<file path="src/rtl/multicycle_control.sv">
`default_nettype none
// ============================================================================
// Module   : multicycle_control
// Purpose  : Multi-cycle MIPS-subset control FSM owning the instruction
//            register, with retired-instruction counter, memory watchdog
//            and illegal-opcode trap. Define CTRL_BNE_EN to decode bne.
// Revision : 1.0 - initial release
// ============================================================================
module multicycle_control #(
    parameter int INSTR_W  = 32,
    parameter int ALU_OP_W = 6,
    parameter int CNT_W    = 16,
    parameter int TIMEOUT  = 0
) (
    input  logic                clk,
    input  logic                rst,
    input  logic [INSTR_W-1:0]  mem_rdata,
    input  logic                mem_ready,
    input  logic                alu_zero,
    output logic                mem_req,
    output logic                mem_we,
    output logic                iord,
    output logic [INSTR_W-1:0]  ir,
    output logic                ir_we,
    output logic                pc_we,
    output logic                reg_wr,
    output logic [ALU_OP_W-1:0] alu_op,
    output logic [1:0]          d1,
    output logic                d2,
    output logic                d3,
    output logic                d4,
    output logic                illegal,
    output logic                timeout,
    output logic [CNT_W-1:0]    instr_count,
    output logic [3:0]          state
);

    typedef enum logic [3:0] {
        S_IDLE     = 4'd0,
        S_FETCH    = 4'd1,
        S_DECODE   = 4'd2,
        S_EXEC_R   = 4'd3,
        S_EXEC_I   = 4'd4,
        S_MEM_ADDR = 4'd5,
        S_MEM_RD   = 4'd6,
        S_MEM_WR   = 4'd7,
        S_BRANCH   = 4'd8,
        S_JUMP     = 4'd9,
        S_WB_R     = 4'd10,
        S_WB_I     = 4'd11,
        S_WB_MEM   = 4'd12,
        S_TRAP     = 4'd13
    } state_t;

    localparam logic [5:0] c_OP_RTYPE = 6'b000000;
    localparam logic [5:0] c_OP_ADDI  = 6'b001000;
    localparam logic [5:0] c_OP_LW    = 6'b100011;
    localparam logic [5:0] c_OP_SW    = 6'b101011;
    localparam logic [5:0] c_OP_BEQ   = 6'b000100;
    localparam logic [5:0] c_OP_J     = 6'b000010;
`ifdef CTRL_BNE_EN
    localparam logic [5:0] c_OP_BNE   = 6'b000101;
`endif
    localparam logic [ALU_OP_W-1:0] c_ALU_ADD = ALU_OP_W'(6'b100000);
    localparam logic [ALU_OP_W-1:0] c_ALU_SUB = ALU_OP_W'(6'b100010);

    state_t             state_q, state_d;
    logic [INSTR_W-1:0] ir_q;
    logic [CNT_W-1:0]   count_q;
    logic               timeout_q;
    logic               w_wdog_trip;
    logic               w_retire;
    logic [5:0]         w_opcode;

    assign w_opcode = ir_q[INSTR_W-1 -: 6];

    always_comb begin
        state_d = state_q;
        mem_req = 1'b0;
        mem_we  = 1'b0;
        iord    = 1'b0;
        ir_we   = 1'b0;
        pc_we   = 1'b0;
        reg_wr  = 1'b0;
        alu_op  = '0;
        d1      = 2'b00;
        d2      = 1'b0;
        d3      = 1'b0;
        d4      = 1'b0;
        illegal = 1'b0;
        timeout = 1'b0;
        case (state_q)
            S_IDLE: state_d = S_FETCH;
            S_FETCH: begin
                mem_req = 1'b1;
                if (mem_ready) begin
                    ir_we   = 1'b1;
                    pc_we   = 1'b1;
                    state_d = S_DECODE;
                end else if (w_wdog_trip) begin
                    state_d = S_TRAP;
                end
            end
            S_DECODE: begin
                case (w_opcode)
                    c_OP_RTYPE:      state_d = S_EXEC_R;
                    c_OP_ADDI:       state_d = S_EXEC_I;
                    c_OP_LW, c_OP_SW: state_d = S_MEM_ADDR;
                    c_OP_BEQ:        state_d = S_BRANCH;
`ifdef CTRL_BNE_EN
                    c_OP_BNE:        state_d = S_BRANCH;
`endif
                    c_OP_J:          state_d = S_JUMP;
                    default:         state_d = S_TRAP;
                endcase
            end
            S_EXEC_R: begin
                alu_op  = ALU_OP_W'(ir_q[5:0]);
                state_d = S_WB_R;
            end
            S_EXEC_I: begin
                alu_op  = c_ALU_ADD;
                d2      = 1'b1;
                state_d = S_WB_I;
            end
            S_MEM_ADDR: begin
                alu_op  = c_ALU_ADD;
                d2      = 1'b1;
                state_d = (w_opcode == c_OP_LW) ? S_MEM_RD : S_MEM_WR;
            end
            S_MEM_RD: begin
                mem_req = 1'b1;
                iord    = 1'b1;
                if (mem_ready)        state_d = S_WB_MEM;
                else if (w_wdog_trip) state_d = S_TRAP;
            end
            S_MEM_WR: begin
                mem_req = 1'b1;
                mem_we  = 1'b1;
                iord    = 1'b1;
                if (mem_ready)        state_d = S_FETCH;
                else if (w_wdog_trip) state_d = S_TRAP;
            end
            S_BRANCH: begin
                alu_op  = c_ALU_SUB;
                d1      = 2'b01;
`ifdef CTRL_BNE_EN
                pc_we   = (w_opcode == c_OP_BNE) ? ~alu_zero : alu_zero;
`else
                pc_we   = alu_zero;
`endif
                state_d = S_FETCH;
            end
            S_JUMP: begin
                d1      = 2'b11;
                pc_we   = 1'b1;
                state_d = S_FETCH;
            end
            S_WB_R: begin
                reg_wr  = 1'b1;
                d3      = 1'b1;
                state_d = S_FETCH;
            end
            S_WB_I: begin
                reg_wr  = 1'b1;
                state_d = S_FETCH;
            end
            S_WB_MEM: begin
                reg_wr  = 1'b1;
                d4      = 1'b1;
                state_d = S_FETCH;
            end
            S_TRAP: begin
                illegal = ~timeout_q;
                timeout = timeout_q;
            end
            default: state_d = S_IDLE;
        endcase
    end

    // An instruction retires on its return to FETCH; entry from IDLE does not count.
    assign w_retire = (state_d == S_FETCH) &&
                      (state_q inside {S_MEM_WR, S_BRANCH, S_JUMP, S_WB_R, S_WB_I, S_WB_MEM});

    always_ff @(posedge clk) begin
        if (!rst) begin
            state_q   <= S_IDLE;
            ir_q      <= '0;
            count_q   <= '0;
            timeout_q <= 1'b0;
        end else begin
            state_q <= state_d;
            if (ir_we)       ir_q      <= mem_rdata;
            if (w_retire)    count_q   <= count_q + CNT_W'(1);
            if (w_wdog_trip) timeout_q <= 1'b1;
        end
    end

    generate
        if (TIMEOUT > 0) begin : g_wdog
            localparam int WAIT_W = (TIMEOUT > 1) ? $clog2(TIMEOUT) : 1;
            logic [WAIT_W-1:0] wait_q, wait_d;
            logic              w_waiting;

            assign w_waiting   = (state_q inside {S_FETCH, S_MEM_RD, S_MEM_WR}) && !mem_ready;
            // Trips on the wait cycle that would make the count reach TIMEOUT.
            assign w_wdog_trip = w_waiting && (wait_q == WAIT_W'(TIMEOUT - 1));

            always_comb begin
                wait_d = wait_q;
                if (state_d != state_q) wait_d = '0;
                else if (w_waiting)     wait_d = wait_q + WAIT_W'(1);
            end

            always_ff @(posedge clk) begin
                if (!rst) wait_q <= '0;
                else      wait_q <= wait_d;
            end
        end else begin : g_no_wdog
            assign w_wdog_trip = 1'b0;
        end
    endgenerate

    assign ir          = ir_q;
    assign instr_count = count_q;
    assign state       = state_q;

endmodule
`default_nettype wire
</file>
<file path="config.mk">
export PLATFORM = sky130hd
export DESIGN_NAME = multicycle_control
export DESIGN_NICKNAME = d
export VERILOG_FILES = /design/src/rtl/multicycle_control.sv
export SDC_FILE = /design/constraint.sdc
export NUM_CORES = 1
export LEC_CHECK = 0
export ABC_AREA = 1
export CELL_PAD_IN_SITES_DETAIL_PLACEMENT = 1
export CELL_PAD_IN_SITES_GLOBAL_PLACEMENT = 1
export CORE_UTILIZATION = 33
export DETAILED_ROUTE_END_ITERATION = 8
export PLACE_DENSITY_LB_ADDON = 0.1
export RECOVER_POWER = 25
export SLEW_MARGIN = 20
export SYNTH_ARGS = -nofsm -noshare
export SYNTH_HDL_FRONTEND = slang
export SYNTH_SLANG_ARGS = --single-unit
</file>
<file path="constraint.sdc">
create_clock -name clk -period 4.15 [get_ports clk]
set_input_delay 0.6225 -clock clk [delete_from_list [all_inputs] [get_ports clk]]
set_output_delay 0.6225 -clock clk [all_outputs]
set_load 0.01 [all_outputs]
</file>
* Word-level counts from Yosys, hierarchy flattened
Index checks and enable logic that the tools add are counted.
** Operators by class
- Equal/unequal tests :: 19
- Mux-type cells :: 19
- Reduce and logical (&&, ||, !) cells :: 10
- Add/subtract/negate cells :: 1
** Operators by type and width (number)
- case mux 4 bit (9 select lines) :: 1
- equality test 4 bit (second input constant) :: 6
- case mux 4 bit (5 select lines) :: 1
- case mux 6 bit (3 select lines) :: 1
- adder 16 x 1 -> 16 bit (second input constant) :: 1
- equality test 4 x 3 -> 1 bit (second input constant) :: 4
- equality test 6 bit (second input constant) :: 2
- 2-to-1 mux 4 bit :: 3
- 2-to-1 mux 1 bit :: 11
- equality test 4 x 1 -> 1 bit (second input constant) :: 2
- equality test 4 x 2 -> 1 bit (second input constant) :: 2
- equality test 6 x 2 -> 1 bit (second input constant) :: 1
- equality test 6 x 3 -> 1 bit (second input constant) :: 1
- equality test 6 x 4 -> 1 bit (second input constant) :: 1
- logical NOT 6 bit :: 1
- nonzero test 6 bit :: 1
- OR reduction 2 bit :: 3
- OR reduction 3 bit :: 2
- OR reduction 6 bit :: 1
- logical NOT 4 bit :: 1
- case mux 2 bit (2 select lines) :: 1
- case mux 1 bit (3 select lines) :: 1
- logical AND 1 bit :: 1
** Word-level totals
- Output and inout bits :: 71
- Logic and storage cells :: 52
- Bits of input ports :: 36
- Bits in registers :: 52

* Logic depth before layout (Yosys ltp)
Gate-level depths: netlist of run 1.
- Depth in word-level cells :: 6
- Mapped depth :: 10
- Depth with buffers taken out :: 9

* Least setup slack after synthesis of run 1
OpenSTA, ideal clock, no wires.
- Path type :: flip-flop to output port
- Start point :: register state_q[0], in the netlist state[0]
- End point :: output pc_we
- Data arrival time :: 1267 ps
- Stages on the path, launching flop included :: 8
- Setup slack :: 2261 ps
- Required time :: 3527 ps
- Buffers on the path :: 3
- Cells stage by stage :: dfxtp_1 -> buf_2 -> inv_2 -> nor2_2 -> nand3_2 -> buf_6 -> buf_2 -> nand2_1
** Between the ends
- Longest elaborated chain between the ends :: 2
- Elaborated cells between the ends (all ways) :: 4
- Classes of those cells :: 3 x eq/ne; 1 x mux
** Ends and longest elaborated chain
- from (decl) :: RTL line 67 : state_t state_q, state_d;
- from (signal assigned) :: RTL line 192 : state_q <= state_d;
- equality test 4 bit / equality test 4 x 1 -> 1 bit (equally long branches) :: RTL line 92 : case (state_q)
- case mux 1 bit (3 select lines) * :: RTL line 92
- to (decl) :: RTL line 25 : output logic pc_we,
Mark *: on every way between the ends. The rest lies on a longest branch, timed or not.

* Worst setup path after layout of run 1
- Start point :: input rst
- End point :: register ir_q[9], in the netlist ir[9]
** RTL lines
- from (decl) :: RTL line 16 : input logic rst,
- to (signal assigned) :: RTL line 193 : if (ir_we) ir_q <= mem_rdata;
- to (decl) :: RTL line 68 : logic [INSTR_W-1:0] ir_q;
No word-level cell between the ends.

==> results.tsv, run 1 <==
metric	value	unit
status	complete, but fails checks	
violations	capacitance limit, slew limit	
fin_crit_sh	0.7410	
start_util	0.3399	
layout-drive-gt1-share	0.1012	
die_w	93.77	um
die_y	93.77	um
avgSynthCellArea	6.982	um2
die_area	8792	um2
hold_viol	0	
area_growth	41.24	%
io_pins	107	
rsz0062_at_grt	false	
worst_path_largest_cell_delay	1570	ps
drv_cap	1	
drtIter0Drc	116	
ys_seq_area_frac	0.3746	
path_clk_slew	100	ps
io_buffers	105	
worstPathRequired	4230	ps
clockBufferDepth	2	
synthTopCellsByArea	dfxtp_1 37%, nand2_1 14%, a21oi_1 7.2%, nor2_1 5.1%, inv_1 4.6%	
synth_most_common_cell	nand2_1	
syn-cell-area	2779	um2
grt_pass1_wl	13.99	mm
cellPowerDensity	455.4	nW/um2
placed_cell_area	3845	um2
cts_max_level	2	
place.gp.congestion	0.7935	
final_cells	599	
setup_tns	0	ps
vdd_drop_max	182.6	uV
async_reset_ff_frac	0	
grt_use_total	0.2015	
ys_ff_latch	52	
root_buffer	clkbuf_8	
num_vias	2926	
syn_inst	398	
synth_edf_count	0	
synth-xor-area-share	0.01891	
synth_flop_cell	dfxtp_1	
hold_class	register to register	
ys_types	33	
synth_top_area_cell	dfxtp_1	
core	8175	um2
dp_hpwl	6.300	mm
ys_warn_count	0	
crit_path_cell_trace	dlygate4sd3_1 -> inv_1 -> clkbuf_1 -> a21oi_1	
synth.net_count	435	
cts_setup_buffers	0	
grt_max_degree	47	
via_per_inst	4.885	
cts_sinks	52	
grt_overflow	0	
place_inst	592	
grt_pass1_vias	2808	
post_cts_resized	0	
synth_commonest_cells	106 x nand2_1, 52 x dfxtp_1, 40 x a21oi_1	
slew_headroom	-0.4602	
remaining_drc_errors	0	
worstSkewPairLatency	310	ps
antennaDiodeCount	0	
post-route-min-period	3075	ps
cts_tree	built	
rows	33	
crit_slowest_cell	clkbuf_1	
nets	531	
ctsHoldBuffers	0	
cp_data_arrival_time	3160	ps
synth_top_family_by_area	simple AND/OR/NAND/NOR gates	
p_leak	1.425	nW
antenna_left	0	
synth_compound_area_frac	0.1459	
worst_pin_slew	2190	ps
slew_violations	41	
totalWireLength	8.549	mm
synth-simple-area-share	0.3557	
crit_path_max_fanout	40	
max_freq	0.3252	GHz
wl_per_cell	14.27	um
rrSetupSlack	1670	ps
endpoint_kind	register	
critPathBufInv	3	
synthDominantCellAreaShare	0.3746	
crit_family	buffers and inverters	
muxShareOfSynthArea	0	
hold_slack	468.8	ps
drt-pass1-iter-count	6	
critPathLaunchType	input port	
clock_skew	6.092	ps
antenna_found_initial	0	
crit_type	input port to register	
setup_viol	0	
final_area	3925	um2
numCtsBuffers	5	
yosys.area_share.adder	0.004502	
power.total	1.787	mW
[layout by cell type, fill, tap and decap left out]
master,synthesis,routed
a41oi_1,1,1
ha_1,1,1
dfxtp_1,52,52
clkbuf_1,5,1
inv_1,34,34
xnor2_1,4,4
xor2_1,2,2
nand3_4,2,2
or2_2,1,1
nor3_1,3,3
nand2_4,2,2
clkbuf_8,0,6
nand2_2,14,14
o21ai_0,20,20
clkinv_4,0,1
clkdlybuf4s50_1,0,104
nor2_4,3,3
clkinv_2,1,1
a21oi_1,40,40
nor2_1,38,39
nand3_1,24,25
buf_4,3,1
o221ai_1,1,1
dlygate4sd3_1,0,1
nand3_2,2,1
nand2_1,106,106
inv_2,3,3
nor2_2,5,4
nand4_1,5,5
conb_1,1,1
nor3_4,1,1
nand3b_1,3,3
a21oi_2,10,10
and2_1,1,1
[flip-flops by register name (all words and copies together), names as in the netlist]
name	flops
ir	32
state	4
instr_count	16
[logic make-up after synthesis]
kind of cell,after synthesis
AO/OA/AOI/OAI,72
XOR/XNOR,6
adder cells (fa/ha/maj),1
buffers and inverters,56
flip-flops,52
other,1
AND/OR/NAND/NOR,210
[path summary, 6_finish.rpt]
kind / end / start / depth (start not counted)
hold / removal: ir[8] / ir[8] / 2
hold reg to reg: ir[8] / ir[8] / 2
setup reg to reg: instr_count[15] / state[1] / 8
setup / recovery: ir[9] / rst / 4
[worst min-delay path, delay by kind of cell (launching register included)]
family,cells,cell delay [ps]
compound gates,1,50
simple gates,1,60
flops,1,320
[power breakdown]
| group | switching, mW | internal [mW] |
|---|---|---|
| clock | 0.176 | 0.134 |
| combinational | 0.451 | 0.349 |
| sequential | 0.0937 | 0.584 |
[through the flow]
stage | setup WS (ps) | utilization
2_1_floorplan | 2261 | -
6_report | 1075 | 0.4801
3_3_place_gp | 1292 | 0.4703
4_1_cts | 1282 | 0.4815
3_5_place_dp | 1282 | 0.4703
5_1_grt | 897.9 | 0.4801
[final cells by class]
| class | count | area [um2] |
|---|---|---|
| Multi-Input combinational cell | 290 | 1455 |
| Sequential cell | 52 | 1041 |
| Clock buffer | 6 | 82.58 |
| Inverter | 38 | 143.9 |
| Fill cell | 1035 | 4250 |
| Timing Repair Buffer | 107 | 1062 |
| Tap cell | 105 | 131.4 |
| Clock inverter | 1 | 8.758 |
[layer usage]
layer,GRT usage,vias up,share of wire
li1,-,1455,-
met1,0.2579,1399,0.46
met2,0.3455,66,0.48
met3,0.03398,6,0.044
met4,0.05769,0,0.011
met5,0,-,0
Power figures use the tool's default switching activity.
==> inputs of run 2 (changes only) <==
- CORE_UTILIZATION: 33 -> 30
- clock period: 4.15 -> 2.9 ns (I/O delays scaled with it)
==> run 2 against run 1 <==
Highest routed layer unchanged. Register-to-register slack worse by 1300 ps. Sequential cell count unchanged. Via count down 1.2%. The flow finishes with violations (DRC). Largest power group unchanged. Critical path type is now register to output pin.
==> results.tsv, run 2 (same netlist as run 1, synthesis figures left out) <==
metric	value	unit
dp_hpwl	6.531	mm
area_growth	42.73	%
cp_data_arrival_time	2130	ps
die_w	98.25	um
worst_pin_slew	893.1	ps
switchingPower	1.021	mW
hold_viol	0	
post-route-min-period	2568	ps
cts_sinks	52	
violations	DRC	
cellPowerDensity	652.3	nW/um2
hp-start	ir[22]	
drt-pass1-iter-count	6	
ctsHoldBuffers	0	
numCtsBuffers	5	
grt_use_total	0.1842	
rr_startpoint	state[1]	
crit_family	buffers and inverters	
clockBufferDepth	2	
start_util	0.3141	
power.total	2.587	mW
vdd_drop_max	244.2	uV
rsz0062_at_grt	false	
cp.depth	5	
endpoint_kind	output pin	
grt_pass1_vias	2886	
final_area	3966	um2
critPathLaunchType	register	
antenna_found_initial	1	
die_area	9652	um2
rr_worst_depth	7	
hold_class	register to register	
hold_slack	465.7	ps
post_cts_resized	0	
placed_cell_area	3864	um2
io_pins	107	
place_inst	597	
core	8848	um2
final_cell_mix	106 x nand2_1, 76 x clkdlybuf4s50_1, 52 x dfxtp_1	
worst_path_largest_cell_delay	660	ps
grt_pass1_wl	14.33	mm
via_per_inst	4.771	
status	complete, but fails checks	
crit_path_max_fanout	12	
switching_share	0.3947	
wl_per_cell	14.08	um
fin_crit_sh	0.8857	
root_buffer	clkbuf_8	
drtIter0Drc	109	
slew_headroom	0.4024	
drv_cap	0	
nFillCells	1148	
cts_setup_buffers	0	
critPathBufInv	2	
nets	533	
path_clk_slew	100	ps
final_cells	606	
cts_max_level	2	
crit_slowest_cell	dfxtp_1	
setup_tns	0	ps
io_buffers	105	
setup_viol	0	
rows	34	
rrSetupSlack	410	ps
worstPathRequired	2470	ps
num_vias	2891	
totalWireLength	8.533	mm
timing.rr.end	instr_count[1]	
p_comb_frac	0.433	
layout-drive-gt1-share	0.1087	
worstSkewPairLatency	300	ps
cts_tree	built	
cp-startpoint	state[1]	
clock_skew	13.10	ps
pwr-share-clk	0.193	
preCtsSetupSlack	634.7	ps
fin_util	0.4482	
largest_reg_flops	32	
p_leak	1.532	nW
crit_end	alu_op[5]	
max_freq	0.3893	GHz
antenna_left	0	
remaining_drc_errors	5	
slew_violations	0	
die_y	98.25	um
grt_max_degree	44	
p_int	1.566	mW
final_common_cell	nand2_1	
place.gp.congestion	0.8526	
crit_type	register to output pin	
p_seq_frac	0.373	
grt_overflow	0	
layout_setup_ws	331.5	ps
crit_path_cell_trace	nand2_2 -> inv_1 -> nand2_4 -> o221ai_1 -> clkdlybuf4s50_1	
-- run 2: routing by layer --
| layer | global-route usage | routed length [um] | part of all wire | vias to the layer above |
|---|---|---|---|---|
| li1 | - | - | - | 1471 |
| met1 | 0.2290 | 3927 | 0.46 | 1345 |
| met2 | 0.3147 | 4000 | 0.47 | 65 |
| met3 | 0.04438 | 468 | 0.055 | 10 |
| met4 | 0.05626 | 137 | 0.016 | 0 |
| met5 | 0 | 0 | 0 | - |
-- run 2: power by group through the flow --
stage	sequential, mW	clock (mW)	combinational (mW)
CTS	0.972	0.522	1.18
detailed placement	0.987	0	1.18
global placement	0.979	0	1.16
global route	0.988	0.545	1.24
finish	0.966	0.500	1.12
floorplan	0.989	0	0.718
-- run 2: worst register-to-register path: stages, from the launching register on --
cell and delay [ps]:
dfxtp_1 660, nor2_2 120, nand3_2 200, nand3_4 80, nor2_1 680, nand2_4 340
o21ai_0 260, nor2_1 50
-- run 2: worst min path at each step --
stage | to | cells past startpoint
after floorplan | ir[1] | 2
after global placement | ir[16] | 2
after detailed placement | ir[12] | 2
after CTS | ir[6] | 2
after global routing | ir[6] | 2
final | ir[22] | 2
-- run 2: cell type report --
class / instances / area, um2 / share of cell area
Multi-Input combinational cell: 290 / 1455 / 0.3669
Timing Repair Buffer: 109 / 1081 / 0.2726
Sequential cell: 52 / 1041 / 0.2625
Inverter: 38 / 143.9 / 0.03628
Tap cell: 108 / 135.1 / 0.03407
Clock buffer: 6 / 72.57 / 0.01830
Clock inverter: 2 / 35.03 / 0.008833
Antenna cell: 1 / 2.502 / 0.0006309
==> inputs of run 3 (changes only) <==
- TNS_END_PERCENT: unset -> 1
==> results of run 3 <==
The final DEF is identical to that of run 2; final timing and power are the same.
